## src/rtl/ex_mem_stage_pkg.sv

```systemverilog
// Shared constants and slot-control decode for the EX/MEM pipeline register.
package ex_mem_stage_pkg;

   localparam logic        RstEnable    = 1'b1;
   localparam logic [31:0] ZeroWord     = 32'h0000_0000;
   localparam logic [4:0]  NOPRegAddr   = 5'b00000;
   localparam logic        WriteEnable  = 1'b1;
   localparam logic        WriteDisable = 1'b0;
   localparam logic [7:0]  EXE_NOP_OP   = 8'h00;

   localparam int STALL_EX  = 3;
   localparam int STALL_MEM = 4;

   typedef enum logic [1:0] {
      SLOT_HOLD,
      SLOT_ADVANCE,
      SLOT_BUBBLE,
      SLOT_FLUSH
   } slot_op_e;

   // stall_mem without stall_ex is illegal and resolves to a hold
   function automatic slot_op_e slot_op(
      input logic flush,
      input logic stall_ex,
      input logic stall_mem
   );
      if (flush)
         return SLOT_FLUSH;
      else if (stall_ex && !stall_mem)
         return SLOT_BUBBLE;
      else if (!stall_ex && !stall_mem)
         return SLOT_ADVANCE;
      else
         return SLOT_HOLD;
   endfunction

endpackage

```

## src/rtl/ex_mem_stage_sat_counter.sv

```systemverilog
// Saturating up-counter with synchronous clear.
module sat_counter #(
   parameter int W = 16
) (
   input  logic         clk,
   input  logic         clr,
   input  logic         inc,
   output logic [W-1:0] q
);

   always_ff @(posedge clk) begin
      if (clr)
         q <= '0;
      else if (inc && (q != {W{1'b1}}))
         q <= q + W'(1);
   end

endmodule

```

## src/rtl/ex_mem_stage.sv

```systemverilog
// EX/MEM pipeline register with stall, flush, bubble insertion and
// multi-cycle accumulator feedback to EX.
module ex_mem_stage
   import ex_mem_stage_pkg::*;
#(
   parameter int DW   = 32,
   parameter int AW   = 5,
   parameter int OPW  = 8,
   parameter int CNTW = 2,
   parameter int BUBW = 16
) (
   input  logic            clk,
   input  logic            rst,
   input  logic            stall_ex,
   input  logic            stall_mem,
   input  logic            flush,
   input  logic [AW-1:0]   ex_wd,
   input  logic            ex_wreg,
   input  logic [DW-1:0]   ex_wdata,
   input  logic [DW-1:0]   ex_hi,
   input  logic [DW-1:0]   ex_lo,
   input  logic            ex_whilo,
   input  logic [OPW-1:0]  ex_aluop,
   input  logic [DW-1:0]   ex_mem_addr,
   input  logic [DW-1:0]   ex_reg2,
   input  logic [2*DW-1:0] hilo_i,
   input  logic [CNTW-1:0] cnt_i,
   output logic [AW-1:0]   mem_wd,
   output logic            mem_wreg,
   output logic [DW-1:0]   mem_wdata,
   output logic [DW-1:0]   mem_hi,
   output logic [DW-1:0]   mem_lo,
   output logic            mem_whilo,
   output logic [OPW-1:0]  mem_aluop,
   output logic [DW-1:0]   mem_mem_addr,
   output logic [DW-1:0]   mem_reg2,
   output logic            mem_valid,
   output logic [2*DW-1:0] hilo_o,
   output logic [CNTW-1:0] cnt_o,
   output logic [BUBW-1:0] bubble_cnt
);

   slot_op_e op;
   logic     illegal_stall;

   assign op            = slot_op(flush, stall_ex, stall_mem);
   assign illegal_stall = stall_mem && !stall_ex;

   always_ff @(posedge clk) begin
      if (rst == RstEnable || op == SLOT_FLUSH || op == SLOT_BUBBLE) begin
         mem_wd       <= AW'(NOPRegAddr);
         mem_wreg     <= WriteDisable;
         mem_wdata    <= DW'(ZeroWord);
         mem_hi       <= DW'(ZeroWord);
         mem_lo       <= DW'(ZeroWord);
         mem_whilo    <= WriteDisable;
         mem_aluop    <= OPW'(EXE_NOP_OP);
         mem_mem_addr <= DW'(ZeroWord);
         mem_reg2     <= DW'(ZeroWord);
         mem_valid    <= 1'b0;
      end else if (op == SLOT_ADVANCE) begin
         mem_wd       <= ex_wd;
         mem_wreg     <= ex_wreg;
         mem_wdata    <= ex_wdata;
         mem_hi       <= ex_hi;
         mem_lo       <= ex_lo;
         mem_whilo    <= ex_whilo;
         mem_aluop    <= ex_aluop;
         mem_mem_addr <= ex_mem_addr;
         mem_reg2     <= ex_reg2;
         mem_valid    <= 1'b1;
      end
   end

   // accumulator survives bubbles, is consumed on advance
   always_ff @(posedge clk) begin
      if (rst == RstEnable) begin
         hilo_o <= '0;
         cnt_o  <= '0;
      end else begin
         unique case (op)
            SLOT_FLUSH, SLOT_ADVANCE: begin
               hilo_o <= '0;
               cnt_o  <= '0;
            end
            SLOT_BUBBLE: begin
               hilo_o <= hilo_i;
               cnt_o  <= cnt_i;
            end
            SLOT_HOLD: begin
               hilo_o <= hilo_o;
               cnt_o  <= cnt_o;
            end
         endcase
      end
   end

   sat_counter #(.W(BUBW)) u_bub (
      .clk (clk),
      .clr (rst == RstEnable),
      .inc (op == SLOT_BUBBLE),
      .q   (bubble_cnt)
   );

   always_ff @(posedge clk) begin
      if (rst != RstEnable)
         assert (!illegal_stall)
         else $warning("ex_mem_stage: stall_mem raised without stall_ex");
   end

endmodule

```

## config.mk

```make
export PLATFORM = sky130hd
export DESIGN_NAME = ex_mem_stage
export DESIGN_NICKNAME = d
export VERILOG_FILES = /design/src/rtl/ex_mem_stage_pkg.sv /design/src/rtl/ex_mem_stage_sat_counter.sv /design/src/rtl/ex_mem_stage.sv
export SDC_FILE = /design/constraint.sdc
export NUM_CORES = 1
export LEC_CHECK = 0
export BUFFER_PORTS_ARGS = -buffer_cell sky130_fd_sc_hd__buf_2
export CAP_MARGIN = 20
export CELL_PAD_IN_SITES_DETAIL_PLACEMENT = 1
export CELL_PAD_IN_SITES_GLOBAL_PLACEMENT = 1
export CORE_AREA = 2 2 198 200
export CTS_BUF_LIST = sky130_fd_sc_hd__clkbuf_2
export DETAILED_ROUTE_END_ITERATION = 12
export DIE_AREA = 0 0 200 202
export HOLD_SLACK_MARGIN = 0.15
export PLACE_DENSITY_LB_ADDON = 0.1
export SLEW_MARGIN = 20
export SYNTH_ARGS = -nofsm -noshare
export SYNTH_HDL_FRONTEND = slang
export SYNTH_SLANG_ARGS = --single-unit
```

## constraint.sdc

```tcl
create_clock -name clk -period 2.5 [get_ports clk]
set_clock_uncertainty 0.15 [all_clocks]
set_input_delay 0.5 -clock clk [delete_from_list [all_inputs] [get_ports clk]]
set_output_delay 0.5 -clock clk [all_outputs]
set_load 0.05 [all_outputs]
```

==> run metrics, run 1 <==
status stopped before the end; Last stage clock tree synthesis (4_1_cts); first error [ERROR RSZ-0060] Max buffer count reached.; CTS root buffer clkbuf_2; Avg Inst Size Synth 8.31 um^2; mapped cell area around 9000 um^2; H-tree Lvls 3; Rows 72; Post-CTS Setup Inserts 0; Num CTS Buffers 78; initial core utilization 0.236; CTS resizes 5; Placed Cells slightly above 2,000; most frequent cell after synthesis nand2_1; post-synth top area cell dfxtp_1; Ports 504; YS warnings 0; Die X roughly 200 um; maximum clock path buffer count 3; # port buffers around 500; register area share after synthesis 0.573; top cell type's share of synthesized area 0.573; RD Place Congestion ~0.75; die height around 200 um; hpwl dp about 26,000 um; post-synthesis cell count 1,085; clock tree sinks roughly 260; Distinct cells, synth 37; CTS hold repair buffers between 400 and 500; top cells by count, synth nand2_1 (358), dfxtp_1 (258), a21oi_1 (187); fraction of registers with async set or reset after synthesis 0; #FFs+latches synth about 260; top_reg_cell synth dfxtp_1; top cells by area, synth dfxtp_1 (57%), nand2_1 (15%), a21oi_1 (10%), a22oi_1 (5.5%), nor2_1 (3.0%); syn_nets roughly 1,300; number of synthesized flops with an enable pin 0
==> stage by stage <==
| step | instance area, um^2 | hold WS [ns] | setup slack, ns | util |
|---|---|---|---|---|
| after floorplan | 9020 | 0.486 | 0.242 | - |
| after global placement | 12100 | 0.289 | 0.235 | 0.316 |
| after detailed placement | 12100 | 0.295 | 0.196 | 0.316 |
==> logic make-up after synthesis <==
group | after synthesis | synth area share
buf+inv | 85 | 0.0386
compound gates | 269 | 0.171
mux | 4 | 0.00513
fa+ha+maj | 1 | 0.00139
flops | 258 | 0.573
simple gates | 468 | 0.212
==> run 2, diff against run 1 <==
Settings changed: CELL_PAD_IN_SITES_DETAIL_PLACEMENT 1 to unset, CELL_PAD_IN_SITES_GLOBAL_PLACEMENT 1 to unset, CORE_AREA 2 2 198 200 to 2 2 194 196, CTS_BUF_LIST sky130_fd_sc_hd__clkbuf_2 to unset, DIE_AREA 0 0 200 202 to 0 0 196 198, HOLD_SLACK_MARGIN 0.15 to unset, PLACE_DENSITY_LB_ADDON 0.1 to 0.15.
==> run 2 against run 1 <==
  * The flow now finishes without violations
  * Area after synthesis stayed put
  * Synthesized cell count did not move
==> run metrics, run 2 <==
CTS tree yes; top cells by count, synth nand2_1 (358), dfxtp_1 (258), a21oi_1 (187); CTS root buffer clkbuf_16; commonest non-fill, non-tap cells in the layout buf_2 (503), nand2_1 (358), dfxtp_1 (258), a21oi_1 (187), nor2_1 (72); Rows 71 (-1.4%); top_reg_cell synth dfxtp_1; Avg Inst Size Synth 8.31 um^2 (unchanged); hpwl dp 24,100 um (-8.5%); Area Growth Syn to Fin 50.6%; H-tree Lvls 1 (-2); fraction of layout cells with a size suffix above 1 0.361; Layout Cell Area excl Fill between 10,000 and 15,000 um^2; commonest non-fill, non-tap cell in the layout buf_2; Critical Path RT around 2.8 ns; # nets final about 1,900; all-layer global routing usage 0.163; #FFs+latches synth 258 (unchanged); fin crit share 0.816; reg2reg start u_bub.q[0]$_SDFFE_PP0P_; maximum clock path buffer count 3 (unchanged); fraction of registers with async set or reset after synthesis 0 (unchanged); Max-cap violations 0; via count between 9,000 and 10,000; Max Clk Rate 490 MHz; Total Wirelength between 30,000 and 40,000 um; YS warnings 0 (unchanged); worst min-delay path class in2reg; CP bufs+invs 0; initial antenna violation count 0; clock latency on the worst-skew pair between 0.5 and 0.6 ns; Placed Cells 2,010 (-1.3%); post-synthesis cell count 1,085 (unchanged); register name with the most flops hilo_o; CTS resizes 0 (-5); syn_nets 1,332 (unchanged); vias in the first global route roughly 8,900; Die X 196 um (-2.0%); Routed Antenna Nets 0; Fin Setup TNS 0 ns; RD Place Congestion 0.755 (+0.21%); Peak VDD IR ~0.47 mV; max_slew headroom 0.313; # port buffers 503 (unchanged); most frequent cell after synthesis nand2_1; Final setup violation count 0; Initial DRT Pass Iterations 5; vias per cell between 4 and 5; crit end category register; post-synth top area cell dfxtp_1; post-layout util 0.368; Pwr Density just under 700 nW/um^2; Distinct cells, synth 37 (unchanged); worst slew pin tran between 1 and 1.5 ns; Num CTS Buffers 29 (-63%); RSZ-0062 raised after global routing no; Post-CTS Setup Inserts 0 (unchanged); top cell type's share of synthesized area 0.573 (unchanged); fin. max-slew vios 0; total power about 0.0093 W; clock tree sinks 258 (unchanged); top cells by area, synth dfxtp_1 (57%), nand2_1 (15%), a21oi_1 (10%), a22oi_1 (5.5%), nor2_1 (3.0%); CTS hold repair buffers 49 (-89%); Crit. Startpoint u_bub.q[0]$_SDFFE_PP0P_; crit-path cells ha_1, nand4_2, nor4_4, nor2b_2, mux2_4; Tmin final roughly 2.0 ns; first-pass GRT wire length between 50,000 and 60,000 um; number of synthesized flops with an enable pin 0 (unchanged); mapped cell area 9020 um^2 (unchanged); Slowest Stage Delay on Critical Path around 0.5 ns; wire per inst 15.8 um; Setup CP Type reg2reg; Iter 0 DRT Violations between 300 and 400; initial core utilization 0.244 (+0.00849); slowest cell on the critical path nor4_4; die height 198 um (-2.0%); CORE AREA between 30,000 and 40,000 um^2; GRT overflow 0; DRC viols 0; CP delay by family, top simple AND/OR/NAND/NOR gates; placed cell areas 12,100 um^2 (+0.29%); Ports 504 (unchanged); Critical Path Start Type register; register area share after synthesis 0.573 (unchanged); max FFs per register between 60 and 70; min-delay src ex_lo[0]; die area between 30,000 and 40,000 um^2; Final Hold Vio Count 0; Clock Pin Slew Worst Setup and Hold Paths roughly 0.06 ns; final cell count without fillers between 2,000 and 2,500; Pleak approximately 6.0 nW; Worst Path Max Fanout 7; largest net degree at the start of global routing 72; critical path arrival 2.34 ns; status complete, no violations
[run 2: layout make-up]
cell class / count / area, um^2
fillers: 3966 / 23400
flip-flops and latches: 258 / 5160
multi-input cells: 742 / 3540
repair buffers: 582 / 3320
clock buffers: 49 / 901
well taps: 474 / 593
clock inverters: 4 / 48.8
inverters: 3 / 11.3
diodes: 1 / 2.50
[run 2: report_power, final]
part,total (W),leakage [nW],switching [W],internal (W)
clock,0.00425,0.468,0.00172,0.00253
combinational,0.000836,3.46,0.000519,0.000317
sequential,0.00419,2.08,0.0000264,0.00417
total,0.00928,6.01,0.00226,0.00701
[run 2: worst register-to-register path: stages (launching register included)]
cell     delay, ns
dfxtp_1       0.42
ha_1          0.26
nand4_2       0.19
nor4_4        0.50
nor2b_2       0.11
mux2_4        0.30
[run 2: per-layer routing]
layer  global-route usage  wire [um]  up-vias
met4               0.0466        685        0
met2                0.285      16500      318
met3               0.0407       2480       42
met5                    0          0        -
met1                0.197      13600     4283
li1                     -          -     4681
[run 2: worst paths after layout]
| path | end | slack (ns) | depth (start not counted) |
|---|---|---|---|
| setup / recovery | u_bub.q[0]$_SDFFE_PP0P_ | 0.46 | 5 |
| hold / removal | mem_lo[0]$_SDFFE_PP0N_ | 0.03 | 3 |
| setup reg to reg | u_bub.q[0]$_SDFFE_PP0P_ | 0.46 | 5 |
| hold reg to reg | mem_wdata[20]$_SDFFE_PP0N_ | 0.30 | 2 |
[run 2: cells by family (layout without fill, tap and decap cells)]
family / after synthesis / count (layout) / share of synthesized area
compound gates: 269 / 269 / 0.171
fa+ha+maj: 1 / 1 / 0.00139
buf+inv: 85 / 638 / 0.0386
flops: 258 / 258 / 0.573
mux: 4 / 4 / 0.00513
other cells: 0 / 1 / 0
simple gates: 468 / 468 / 0.212
[run 2: per-stage QoR]
step	hold slack, ns	setup WS (ns)
floorplan	0.486	0.242
global placement	0.289	0.135
detailed placement	0.293	0.107
CTS	0.0000927	0.417
global route	0.00330	0.333
finish	0.0290	0.459
(Power assumes the default switching activity.)
==> run 3, diff against run 2 <==
Clock period 2.5 ns to 2.1 ns, I/O delays scaled along.
==> run 3 against run 2 <==
  * Sequential share of layout area decreased by 4.8 points
  * Setup slack got worse by 0.30 ns
  * Clock power increased by 23%
  * Core utilization increased by 5.3 points
  * Largest cell class is now buffers
==> run metrics, run 3 (same netlist as run 2, synthesis figures left out) <==
status complete, no violations; CTS root buffer clkbuf_16; post-place setup slack 0.0756 ns (-0.0310 ns); worst slew pin tran 0.529 ns (-0.497 ns); via count 10,000 (+7.4%); vias in the first global route 9,979 (+12%); CTS resizes 0 (unchanged); Slowest Stage Delay on Critical Path 0.49 ns (about the same); Setup CP Type reg2out; initial core utilization 0.244 (unchanged); hold-critical path depth 3 (unchanged); slowest cell on the critical path dfxtp_1; max_slew headroom 0.647 (+0.334); Layout Cell Area excl Fill 15,600 um^2 (+15%); ANT cells 0 (-1); DRC viols 0 (unchanged); R2R Setup Slk 0.20 ns (-0.26 ns); Reg area 5170 um^2 (about the same); Num CTS Buffers 30 (+3.4%); min-delay src ex_hi[22]; Iter 0 DRT Violations 406 (+5.7%); first-pass GRT wire length 53,000 um (+5.0%); Fill cells 3,718 (-6.3%); Pleak 6.83 nW (+14%); R2R cell count 5 (unchanged); # port buffers 503 (unchanged); Fin Setup TNS 0 ns (unchanged); crit end category output port; Initial DRT Pass Iterations 5 (unchanged); Peak VDD IR 0.617 mV (+30%); Pwr Density 741 nW/um^2 (+8.4%); reg2reg start u_bub.q[0]$_SDFFE_PP0P_; vias per cell 4.36 (-1.2%); clock tree sinks 258 (unchanged); hpwl dp 23,600 um (-1.9%); RD Place Congestion 0.779 (+3.2%); largest net degree at the start of global routing 101 (+40%); worst min-delay path class in2reg; Routed Antenna Nets 0 (unchanged); R2R Path End u_bub.q[0]$_SDFFE_PP0P_; RSZ-0062 raised after global routing no; CORE AREA 37,000 um^2 (unchanged); fraction of layout cells with a size suffix above 1 0.324 (-0.0372); fin crit share 0.926; wire per inst 15.3 um (-3.4%); clock latency on the worst-skew pair 0.56 ns (about the same); Max Clk Rate 514 MHz; GRT overflow 0 (unchanged); CP delay by family, top flip-flops; Worst Path Max Fanout 8 (+1); Area Growth Syn to Fin 72.5%; fin. max-slew vios 0 (unchanged); Final setup violation count 0 (unchanged); H-tree Lvls 1 (unchanged); die height 198 um (unchanged); Die X 196 um (unchanged); Final Hold Vio Count 0 (unchanged); Critical Path RT 1.53 ns (-1.27 ns); crit-path cells buf_2; CP bufs+invs 1 (+1); post-layout util 0.421 (+0.0534); Ports 504 (unchanged); Hold Path End mem_hi[22]$_SDFFE_PP0N_; critical path arrival 1.37 ns (-0.97 ns); maximum clock path buffer count 3 (unchanged); commonest non-fill, non-tap cell in the layout buf_2; Critical Path Start Type register; commonest non-fill, non-tap cells in the layout buf_2 (503), nand2_1 (358), dfxtp_1 (256), dlygate4sd3_1 (237), a21oi_1 (187); Total Wirelength 35,000 um (+5.0%); all-layer global routing usage 0.168 (+0.00559); die area 38,800 um^2 (unchanged); initial antenna violation count 0 (unchanged); register name with the most flops hilo_o; placed cell areas 12,200 um^2 (+0.52%); max FFs per register 64 (unchanged); Clock Pin Slew Worst Setup and Hold Paths 0.06 ns (about the same); Tmin final around 1.9 ns; fin worst setup slack 0.156 ns (-0.303 ns); area of the multi-input gates 3540 um^2 (unchanged); Max-cap violations 0 (unchanged); # nets final 2,050 (+10%); Rows 71 (unchanged); CTS tree yes
[run 3: timing repair]
action	CTS	global route
endpoints found under the hold margin	237	0
setup buffers	0	0
hold buffers	237	0
[run 3: stage by stage]
step | power [W] | std cells | hold WS (ns)
5_1_grt | 0.0120 | 2297 | 0.0284
3_5_place_dp | 0.00604 | 2008 | 0.293
4_1_cts | 0.0117 | 2297 | 0.0163
6_report | 0.0115 | 2297 | 0.0481
2_1_floorplan | 0.00559 | 1085 | 0.406
3_3_place_gp | 0.00604 | 2008 | 0.289
[run 3: power breakdown]
part / switching [W] / total (W) / internal, W / leakage (nW)
combinational: 0.000682 / 0.00130 / 0.000616 / 4.27
clock: 0.00206 / 0.00523 / 0.00317 / 0.480
sequential: 0.0000310 / 0.00499 / 0.00496 / 2.08
total: 0.00278 / 0.0115 / 0.00874 / 6.83
[run 3: layout make-up]
class / instances / area share
Clock buffer: 44 / 0.0549
Clock inverter: 8 / 0.00804
Inverter: 3 / 0.000724
Multi-Input combinational cell: 742 / 0.228
Sequential cell: 258 / 0.332
Tap cell: 474 / 0.0381
Timing Repair Buffer: 768 / 0.338
[run 3: how the worst max path moves through the flow]
stage,cells past startpoint,end,slack (ns),startpoint
global placement,5,u_bub.q[15]$_SDFFE_PP0P_,0.07,flush
detailed placement,5,u_bub.q[15]$_SDFFE_PP0P_,0.08,flush
finish,1,bubble_cnt[4],0.16,u_bub.q[4]$_SDFFE_PP0P_
CTS,1,bubble_cnt[4],0.11,u_bub.q[4]$_SDFFE_PP0P_
floorplan,4,u_bub.q[0]$_SDFFE_PP0P_,0.01,u_bub.q[9]$_SDFFE_PP0P_
global route,6,u_bub.q[2]$_SDFFE_PP0P_,0.08,u_bub.q[0]$_SDFFE_PP0P_
[run 3: layer usage]
layer / vias up / GRT usage / wire [um] / part of all wire
met2: 336 / 0.302 / 17300 / 0.49
met5: - / 0 / 0 / 0
met3: 74 / 0.0373 / 2210 / 0.063
met4: 0 / 0.0617 / 1150 / 0.033
met1: 4558 / 0.196 / 14400 / 0.41
li1: 5050 / - / - / -
==> run 4, diff against run 3 <==
Settings changed: CORE_AREA 2 2 194 196 to 2 2 196 198, DIE_AREA 0 0 196 198 to 0 0 198 200.
==> run 4 against run 3 <==
  * Sequential share of layout area fell by 0.22 points
  * Combinational power barely moved
  * Core utilization fell by 0.23 points
  * Count of clock-buffer cells in the layout fell by 1
  * Sequential power barely moved
  * Highest routed layer unchanged
  * Sequential cell count did not move
  * Largest cell class unchanged
  * Critical path type unchanged
  * Critical path depth did not move
  * Cell count rose by 1.8%
==> run metrics, run 4 (same netlist as run 2, synthesis figures left out) <==
CTS tree yes; CORE AREA 37,400 um^2 (+1.2%); fraction of layout cells with a size suffix above 1 0.326 (+0.00185); Routed Antenna Nets 0 (unchanged); vias in the first global route 9,648 (-3.3%); vias per cell 4.31 (-1.3%); hold slack 0.202 ns (+0.153 ns); initial core utilization 0.241 (-0.00290); worst slew pin tran 0.481 ns (-0.0482 ns); slowest cell on the critical path dfxtp_1; Num CTS Buffers 31 (+3.3%); CP delay by family, top flip-flops; Max-cap violations 0 (unchanged); reg2reg start u_bub.q[2]$_SDFFE_PP0P_; Slowest Stage Delay on Critical Path 0.50 ns (about the same); Setup CP Type reg2out; Fill cells 3,804 (+2.3%); Tmin final 1.98 ns (+0.0332 ns); critical path arrival 1.41 ns (+0.04 ns); Worst Path Max Fanout 8 (unchanged); clock latency on the worst-skew pair 0.57 ns (about the same); CP bufs+invs 1 (unchanged); GRT met1 Usage 0.193 (-0.00326); # port buffers 503 (unchanged); Ports 504 (unchanged); register name with the most flops hilo_o; R2R cell count 4 (-1); Final setup violation count 0 (unchanged); hpwl dp 23,400 um (-1.0%); hold-critical path depth 3 (unchanged); via count 10,100 (+0.52%); min-delay src rst; worst min-delay path class in2reg; R2R Path End u_bub.q[11]$_SDFFE_PP0P_; largest net degree at the start of global routing 92 (-8.9%); GRT overflow 0 (unchanged); R2R Setup Slk 0.22 ns (+0.02 ns); Die X 198 um (+1.0%); fin worst setup slack 0.122 ns (-0.0332 ns); wire per inst 15.0 um (-1.9%); CTS root buffer clkbuf_16; commonest non-fill, non-tap cell in the layout buf_2; crit end category output port; clock tree sinks 258 (unchanged); DRC viols 0 (unchanged); Total Wirelength 35,000 um (-0.14%); ANT cells 0 (unchanged); Clock Pin Slew Worst Setup and Hold Paths 0.06 ns (about the same); met3 Use GR 0.0405 (+0.00319); Pwr Density 732 nW/um^2 (-1.1%); final cell count without fillers 2,339 (+1.8%); # nets final 2,051 (+0.049%); crit-path cells buf_2; max_slew headroom 0.679 (+0.0321); Rows 71 (unchanged); status complete, no violations; met2 Use GR 0.289 (-0.0134); fin crit share 0.942 (+0.0158); fin. max-slew vios 0 (unchanged); Iter 0 DRT Violations 372 (-8.4%); H-tree Lvls 1 (unchanged); Area Growth Syn to Fin 73.6%; die area 39,600 um^2 (+2.0%); Fin Setup TNS 0 ns (unchanged); total power 0.0115 W (-0.44%); die height 200 um (+1.0%); Pleak 6.85 nW (+0.22%); Critical Path RT 1.53 ns (about the same); Post-CTS Setup Inserts 0 (unchanged); maximum clock path buffer count 3 (unchanged); max FFs per register 64 (unchanged); Initial DRT Pass Iterations 4 (-1); post-place setup slack 0.116 ns (+0.0403 ns); Placed Cells 2,041 (+1.6%); Max Clk Rate 506 MHz (-1.7%); commonest non-fill, non-tap cells in the layout buf_2 (503), nand2_1 (358), dfxtp_1 (256), dlygate4sd3_1 (241), a21oi_1 (187); Critical Path Start Type register; Hold Path End u_bub.q[4]$_SDFFE_PP0P_; initial antenna violation count 0 (unchanged); Final Hold Vio Count 0 (unchanged); RD Place Congestion 0.740 (-5.0%); first-pass GRT wire length 51,800 um (-2.4%); GR peak layer met2; RSZ-0062 raised after global routing no; all-layer global routing usage 0.163 (-0.00536); Peak VDD IR 0.588 mV (-4.7%)
## run 4: changes by cell type in the layout (fill, tap and decap cells not counted)
cell	delta
clkinvlp_4	+2
clkinv_2	+6
buf_12	+3
clkbuf_8	+3
buf_4	-7
inv_6	+1
clkbuf_1	-4
inv_8	-1
dlygate4sd3_1	+4
bufinv_16	-2
## run 4: worst max-delay path by stage
stage / startpoint / endpoint / slack [ns] / cells past startpoint
final: u_bub.q[4]$_SDFFE_PP0P_ / bubble_cnt[4] / 0.12 / 1
after global routing: u_bub.q[4]$_SDFFE_PP0P_ / bubble_cnt[4] / 0.06 / 1
after CTS: u_bub.q[4]$_SDFFE_PP0P_ / bubble_cnt[4] / 0.07 / 1
after detailed placement: flush / u_bub.q[11]$_SDFFE_PP0P_ / 0.12 / 5
after global placement: flush / u_bub.q[11]$_SDFFE_PP0P_ / 0.16 / 5
after floorplan: u_bub.q[9]$_SDFFE_PP0P_ / u_bub.q[0]$_SDFFE_PP0P_ / 0.01 / 4
## run 4: through the flow
stage                     instance area (um^2)  utilization
after detailed placement                 12300        0.328
final                                    15700        0.419
after floorplan                           9020            -
after global routing                     15700        0.419
after CTS                                15700        0.419
after global placement                   12300        0.328
## run 4: what timing repair did
| action | in CTS | in global routing |
|---|---|---|
| resized for setup | 0 | 0 |
| hold buffers | 241 | 0 |
| endpoints found under the hold margin | 241 | 0 |
| endpoints found under the setup margin | 0 | 0 |
## run 4: metal layers
metal / vias up / routed length (um)
met2: 355 / 17300
met5: - / 0
met4: 0 / 922
met1: 4607 / 14300
li1: 5051 / -
met3: 57 / 2480
## run 4: power breakdown
part	switching [W]	internal, W
Clock	0.00214	0.00304
Combinational	0.000677	0.000623
Sequential	0.0000315	0.00496
Total	0.00285	0.00862
## run 4: area by class of cell
cell class              count  area, um^2  area share
clock buffers              43         881      0.0563
clock inverters            14         108     0.00687
inverters                   3        11.3    0.000719
multi-input cells         742        3540       0.226
flip-flops and latches    258        5170       0.330
well taps                 511         639      0.0408
repair buffers            768        5310       0.339
